==> config.mk <==
export PLATFORM = sky130hd
export DESIGN_NAME = mem_arbiter
export DESIGN_NICKNAME = d
export VERILOG_FILES = /design/src/rtl/mem_arbiter.sv
export SDC_FILE = /design/constraint.sdc
export NUM_CORES = 1
export LEC_CHECK = 0
export ABC_AREA = 1
export BUFFER_PORTS_ARGS = -buffer_cell sky130_fd_sc_hd__buf_4
export CORE_AREA = 2 2 153 155
export CTS_CLUSTER_DIAMETER = 50
export CTS_CLUSTER_SIZE = 40
export DETAILED_ROUTE_END_ITERATION = 8
export DIE_AREA = 0 0 155 157
export HOLD_SLACK_MARGIN = 0.06
export PLACE_DENSITY = 0.53
export SLEW_MARGIN = 40
export SYNTH_ARGS = -nofsm -noshare
export SYNTH_HDL_FRONTEND = slang
export SYNTH_SLANG_ARGS = --single-unit
==> constraint.sdc <==
create_clock -name clk -period 2.3 [get_ports clk]
set_input_delay 0.345 -clock clk [delete_from_list [all_inputs] [get_ports clk]]
set_output_delay 0.345 -clock clk [all_outputs]
set_load 0.05 [all_outputs]
==> src/rtl/mem_arbiter.sv <==
// Arbiter for the unified main-memory port shared by the icache and dcache controllers.
// Dcache has priority, limited by a starvation counter; a write-back plus its fill runs as one sequence.
module mem_arbiter #(
  parameter int ADDR_W     = 16,
  parameter int DATA_W     = 64,
  parameter int STARVE_MAX = 3
) (
  input  logic              clk,
  input  logic              rst_n,
  input  logic              i_re,
  input  logic [ADDR_W-1:0] i_addr,
  output logic              i_rdy,
  output logic [DATA_W-1:0] i_rdata,
  input  logic              d_re,
  input  logic              d_we,
  input  logic [ADDR_W-1:0] d_addr,
  input  logic [ADDR_W-1:0] d_wb_addr,
  input  logic [DATA_W-1:0] d_wdata,
  output logic              d_rdy,
  output logic [DATA_W-1:0] d_rdata,
  output logic              d_inProg,
  output logic              mem_re,
  output logic              mem_we,
  output logic [ADDR_W-1:0] mem_addr,
  output logic [DATA_W-1:0] mem_wdata,
  input  logic [DATA_W-1:0] mem_rdata,
  input  logic              mem_rdy
);

  typedef enum logic [1:0] {
    IDLE = 2'd0,
    IRD  = 2'd1,
    DRD  = 2'd2,
    DWR  = 2'd3
  } state_t;

  localparam int CNT_W = (STARVE_MAX < 1) ? 1 : $clog2(STARVE_MAX + 1);
  localparam logic [CNT_W-1:0] CNT_MAX = CNT_W'(STARVE_MAX);

  state_t            state, state_nxt;
  logic [CNT_W-1:0]  starve_cnt, starve_nxt;
  logic [ADDR_W-1:0] addr_q, addr_nxt;
  logic [DATA_W-1:0] wdata_q, wdata_nxt;
  logic              fill_pending, fill_nxt;

  logic d_req;
  logic grant_d;
  logic grant_i;

  // Grant decision; only acted upon while IDLE.
  always_comb begin
    d_req   = d_re | d_we;
    grant_d = d_req & (~i_re | (starve_cnt < CNT_MAX));
    grant_i = i_re & ~grant_d;
  end

  // State and datapath registers.
  // NOTE: sequential state uses non-blocking (<=) so every register samples pre-edge values.
  // NOTE: address/data holding registers are reset too, so mem_addr/mem_wdata read 0 after reset.
  always_ff @(posedge clk or negedge rst_n) begin
    if (!rst_n) begin
      state        <= IDLE;
      starve_cnt   <= '0;
      addr_q       <= '0;
      wdata_q      <= '0;
      fill_pending <= 1'b0;
    end else begin
      state        <= state_nxt;
      starve_cnt   <= starve_nxt;
      addr_q       <= addr_nxt;
      wdata_q      <= wdata_nxt;
      fill_pending <= fill_nxt;
    end
  end

  // Next-state and register-load logic.
  // NOTE: every signal gets a hold default up front so no path through the case infers a latch.
  always_comb begin
    state_nxt  = state;
    starve_nxt = starve_cnt;
    addr_nxt   = addr_q;
    wdata_nxt  = wdata_q;
    fill_nxt   = fill_pending;

    unique case (state)
      IDLE: begin
        if (grant_d) begin
          if (i_re) begin
            starve_nxt = (starve_cnt == CNT_MAX) ? CNT_MAX : starve_cnt + 1'b1;
          end else begin
            starve_nxt = '0;
          end
          if (d_we) begin
            state_nxt = DWR;
            addr_nxt  = d_wb_addr;
            wdata_nxt = d_wdata;
            fill_nxt  = d_re;
          end else begin
            state_nxt = DRD;
            addr_nxt  = d_addr;
            fill_nxt  = 1'b0;
          end
        end else if (grant_i) begin
          state_nxt  = IRD;
          addr_nxt   = i_addr;
          starve_nxt = '0;
        end else begin
          starve_nxt = '0;
        end
      end

      IRD: begin
        if (mem_rdy) state_nxt = IDLE;
      end

      DRD: begin
        if (mem_rdy) state_nxt = IDLE;
      end

      DWR: begin
        // The fill address is sampled when the write-back finishes, not at grant.
        if (mem_rdy) begin
          if (fill_pending) begin
            state_nxt = DRD;
            addr_nxt  = d_addr;
            fill_nxt  = 1'b0;
          end else begin
            state_nxt = IDLE;
          end
        end
      end

      default: state_nxt = IDLE;
    endcase
  end

  // Outputs. Return data is gated so both data buses idle at 0 outside a completion.
  always_comb begin
    mem_re    = (state == IRD) | (state == DRD);
    mem_we    = (state == DWR);
    mem_addr  = addr_q;
    mem_wdata = wdata_q;
    i_rdy     = (state == IRD) & mem_rdy;
    d_rdy     = ((state == DRD) & mem_rdy) | ((state == DWR) & mem_rdy & ~fill_pending);
    i_rdata   = i_rdy ? mem_rdata : '0;
    d_rdata   = ((state == DRD) & mem_rdy) ? mem_rdata : '0;
    d_inProg  = (state == DRD) | (state == DWR) | d_re | d_we;
  end

  a_rw_exclusive: assert property (@(posedge clk) disable iff (!rst_n) !(mem_re && mem_we));
  a_rdy_exclusive: assert property (@(posedge clk) disable iff (!rst_n) !(i_rdy && d_rdy));
  a_idle_after_done: assert property (@(posedge clk) disable iff (!rst_n)
                                      (i_rdy || d_rdy) |=> (state == IDLE));

endmodule

Yosys cells after proc, flatten, opt, wreduce, memory -nomap -nowiden --
Index checks and enable logic that the tools add are counted.
Storage, ports and cells: register bits after elaboration 85, input bits 182, output and inout port bits 213, word-level logic and storage cells 61
Cells by class: equal/unequal tests 9, reductions and logical operators 7, order comparisons 1, add/subtract/negate cells 1, bitwise logic cells 16, muxes and demuxes 22
Operators by type and width (count):
- $mux 64 | 2
- $mux 16 | 5
- $pmux 16 s2 | 1
- $mux 2 | 8
- $reduce_and 3->1 | 3
- $or 1x1->1 | 7
- $and 1x1->1 | 6
- $eq 2x2->1 const B | 3
- $ne 2x1->1 const B | 3
- $pmux 2 s3 | 1
- $mux 1 | 4
- $reduce_and 4->1 | 1
- $ne 3x3->1 const B | 1
- $not 1->1 | 3
- $add 2x1->2 const B | 1
- $eq 2x1->1 const B | 1
- $logic_not 2->1 | 1
- $lt 2x2->1 const B | 1
- $ne 2x2->1 const B | 1
- $pmux 1 s2 | 1
- $reduce_bool 2->1 | 1
- $reduce_or 2->1 | 1

Longest topological paths before layout --
word-level depth 8, depth in mapped cells 11, gate-level depth less buffers 10

Worst setup path before layout --
Ideal clock, no wire load.
path type flip-flop to output port, start register state[0], end output d_rdy, slack -0.808 ns, required time 1.955 ns, arrival time 2.763 ns, buffers on the path 2, cell stages (with the launch flop) 6, cells stage by stage dfrtp_1 ha_1 buf_2 clkinv_1 clkbuf_1 o31ai_1
Between the ends: cells in the longest elaborated chain, start to end 4, elaborated cells on any way between the ends 6, those cells by class eq/ne (2); bitwise (4)
Ends and longest elaborated chain:
- from (decl) | line 40 | state_t state, state_nxt;
- from (signal assigned) | line 68 | state <= state_nxt;
- $eq 2x2->1
- net mem_we | line 23 | output logic mem_we,
- $and 1x1->1 (2 in series) | line 144 | d_rdy = ((state == DRD) & mem_rdy) | ((state == DWR) & mem_rdy & ~fill_pending);
- $or 1x1->1 | line 144
- to (decl) | line 19 | output logic d_rdy,
The timed path passes the listed nets, and every way through them passes these cells.

Worst setup path after layout --
start register state[0], end output d_rdata[7]
Between the ends: cells in the longest elaborated chain, start to end 3
Ends and longest elaborated chain:
- $eq 2x2->1 | line 146 | d_rdata = ((state == DRD) & mem_rdy) ? mem_rdata : '0;
- $and 1x1->1 | line 146
- $mux 64 | line 146
- to (decl) | line 20 | output logic [DATA_W-1:0] d_rdata,
Every way passes these cells.

==> run metrics <==
status finished, final reports clean; Die Ht 157 um; TNS Setup 0 ps; clk buf depth 2; largest net degree at the start of global routing 65; Register-to-Register Path Depth 10; gpl congestion 0.7999; Critical Path RT around 2000 ps; Clk pwr share 12.7%; hold_sp d_wdata[2]; CTS tree done; die outline area roughly 24000 um^2; die width between 150 and 200 um; Area growth syn-to-layout 71.32%; PwrDens ~1400 nW/um^2; IO buf count a little under 400; crit path from state[0]; Async SR Flop Fraction 100.0%; number of max-cap violations 0; top cell type by total area after synthesis dfrtp_1; root buffer cell clkbuf_16; maximum clock frequency 460.9 MHz; Reg power frac a little over a fifth; Hold Fails Final Rpt 0; Hold Path Stages 3; Routed WL per cell 15.70 um; Net Sw Frac 56.14%; Seq/Total Area, Yosys approximately 43%; worst hold path class input port to register; hpwl dp 17.69 mm; Max-slew headroom 54.65%; Comb pwr share approximately 65%; Post-Syn Nets 930; EDFF count, synth 0; CTS Buf Count 9; DR vias 5902; Crit Path Class register to output pin; vias in the first global route ~5700; GR Overflow Total 0; Worst Tran Pin Value 680.3 ps; Pwr Total approximately 12 mW; Internal 5.190 mW; Syn. warnings 0; Layout Skew 8.141 ps; Initial Util a little over a fifth; leakage 5.104 nW; clock insertion delay at the later pin of the skew report about 350 ps; final wirelength 22.16 mm; unique cell type count in the Yosys netlist 25; number of DRC markers in iteration 0 309; Core Region about 23000 um^2; share of layout cells above drive strength 1 38.91%; crit path DAT 1820 ps; clock sink total between 80 and 90; H-Tree Depth 3; Psw approximately 6.6 mW; reg-to-reg startpoint state[0]; cell with the most instances after synthesis nand2_1; nets 1304; DRC errors left 0; antenna viol nets, final 0; netlist area before placement between 4000 and 5000 um^2; initial antenna violation count 3; Most used DFF post-synth dfrtp_1; clk slew on worst S/H paths 70 ps; critical path launch point type register; final period utilization 94.33%; IO Count about 400; IR drop worst, VDD 0.6882 mV; Yosys top cell area share a little over two fifths; critical path fanouts, max 56; setup violators final 0; Vias per Instance 4.183; first-pass GRT wire length 32.18 mm; Pins Over Slew Limit 0; Pre-antenna DRT Iters 4; crit end category output pin; mean post-synth cell area 6.650 um^2; fin crit period 2170 ps; Rows 55; Seq cells post-synth 85; synthesized instance count between 700 and 800; total track usage 17.37%; synth cell count leaders 243 x nand2_1, 133 x nor2_1, 117 x inv_1; synth top area cells dfrtp_1 43%, nand2_1 18%, nor2_1 10%, inv_1 8.9%, o21ai_1 4.0%
cell families after synthesis:
logic type      after synthesis  share of synthesized area, %
compound gates               70                         7.284
fa+ha+maj                     4                         1.012
buf+inv                     165                         14.74
flops                        85                         42.99
simple gates                420                         33.97
power groups by stage:
stage	logic, mW	registers [mW]	clock network [mW]
global placement	7.78	2.60	0
floorplan	3.04	4.89	0
finish	7.73	2.60	1.50
CTS	7.80	2.61	1.55
global route	8.21	2.70	1.62
detailed placement	7.80	2.61	0
what timing repair did:
action,CTS,global route
hold buffers,1,0
gates resized for setup,1,5
hold endpoints to repair,25,0
setup buffers,0,0
setup endpoints to repair,1,56
pin swaps,0,0
cell type report:
class	count	area (um^2)
multi-input combinational	494	2122
inverter	122	460.4
antenna	3	7.507
clock inverter	6	70.07
timing repair buffer	406	3103
sequential	85	2127
tap	285	356.6
clock buffer	10	229.0
fill	2437	14030
per-stage QoR:
stage	setup slack, ps	std cells	hold WS, ps	util [%]	area, um^2
2_1_floorplan	53.26	744	49.41	-	4964
3_3_place_gp	303.7	1391	290.1	36.15	8134
3_5_place_dp	300.4	1391	292.5	36.15	8134
4_1_cts	11.60	1408	174.1	37.53	8446
5_1_grt	-4.838	1411	185.3	37.66	8476
6_report	130.4	1411	189.8	37.66	8476
per-layer routing:
metal  up-vias  part of all wire (%)  global-route usage [%]
met1      2691                    36                   18.22
li1       2950                     -                       -
met2       238                    53                   32.30
met4         0                   1.8                   5.600
met5         -                     0                       0
met3        23                   8.9                   6.250
sequential cells by signal (all words and copies together), names as in the netlist:
name	flops
starve_cnt	2
mem_addr	16
mem_wdata	64
fill_pending	1
state	2
critical path, stage by stage, from the launching register on:
cell,delay [ps]
dfrtp_1,420
inv_1,100
ha_2,220
nand2_4,120
buf_16,220
nor2_2,200
buf_6,190
worst paths after layout:
kind                                 endpoint  slack (ps)
worst max-delay path               d_rdata[7]         130
worst min-delay path             mem_wdata[2]         190
worst max register to register   mem_addr[12]         360
worst min register to register  mem_wdata[41]         480
max in group asynchronous       mem_wdata[29]        1160
min in group asynchronous       mem_wdata[13]         450
layout by cell type, fill, tap and decap left out, drive strengths merged, types with 4 or more instances in the layout:
master    n
nand2   247
o21ai    65
ha        4
inv     123
dfrtp    85
nand3    37
nor2    135
buf     405
clkbuf   10
Power figures use the tool's default switching activity.
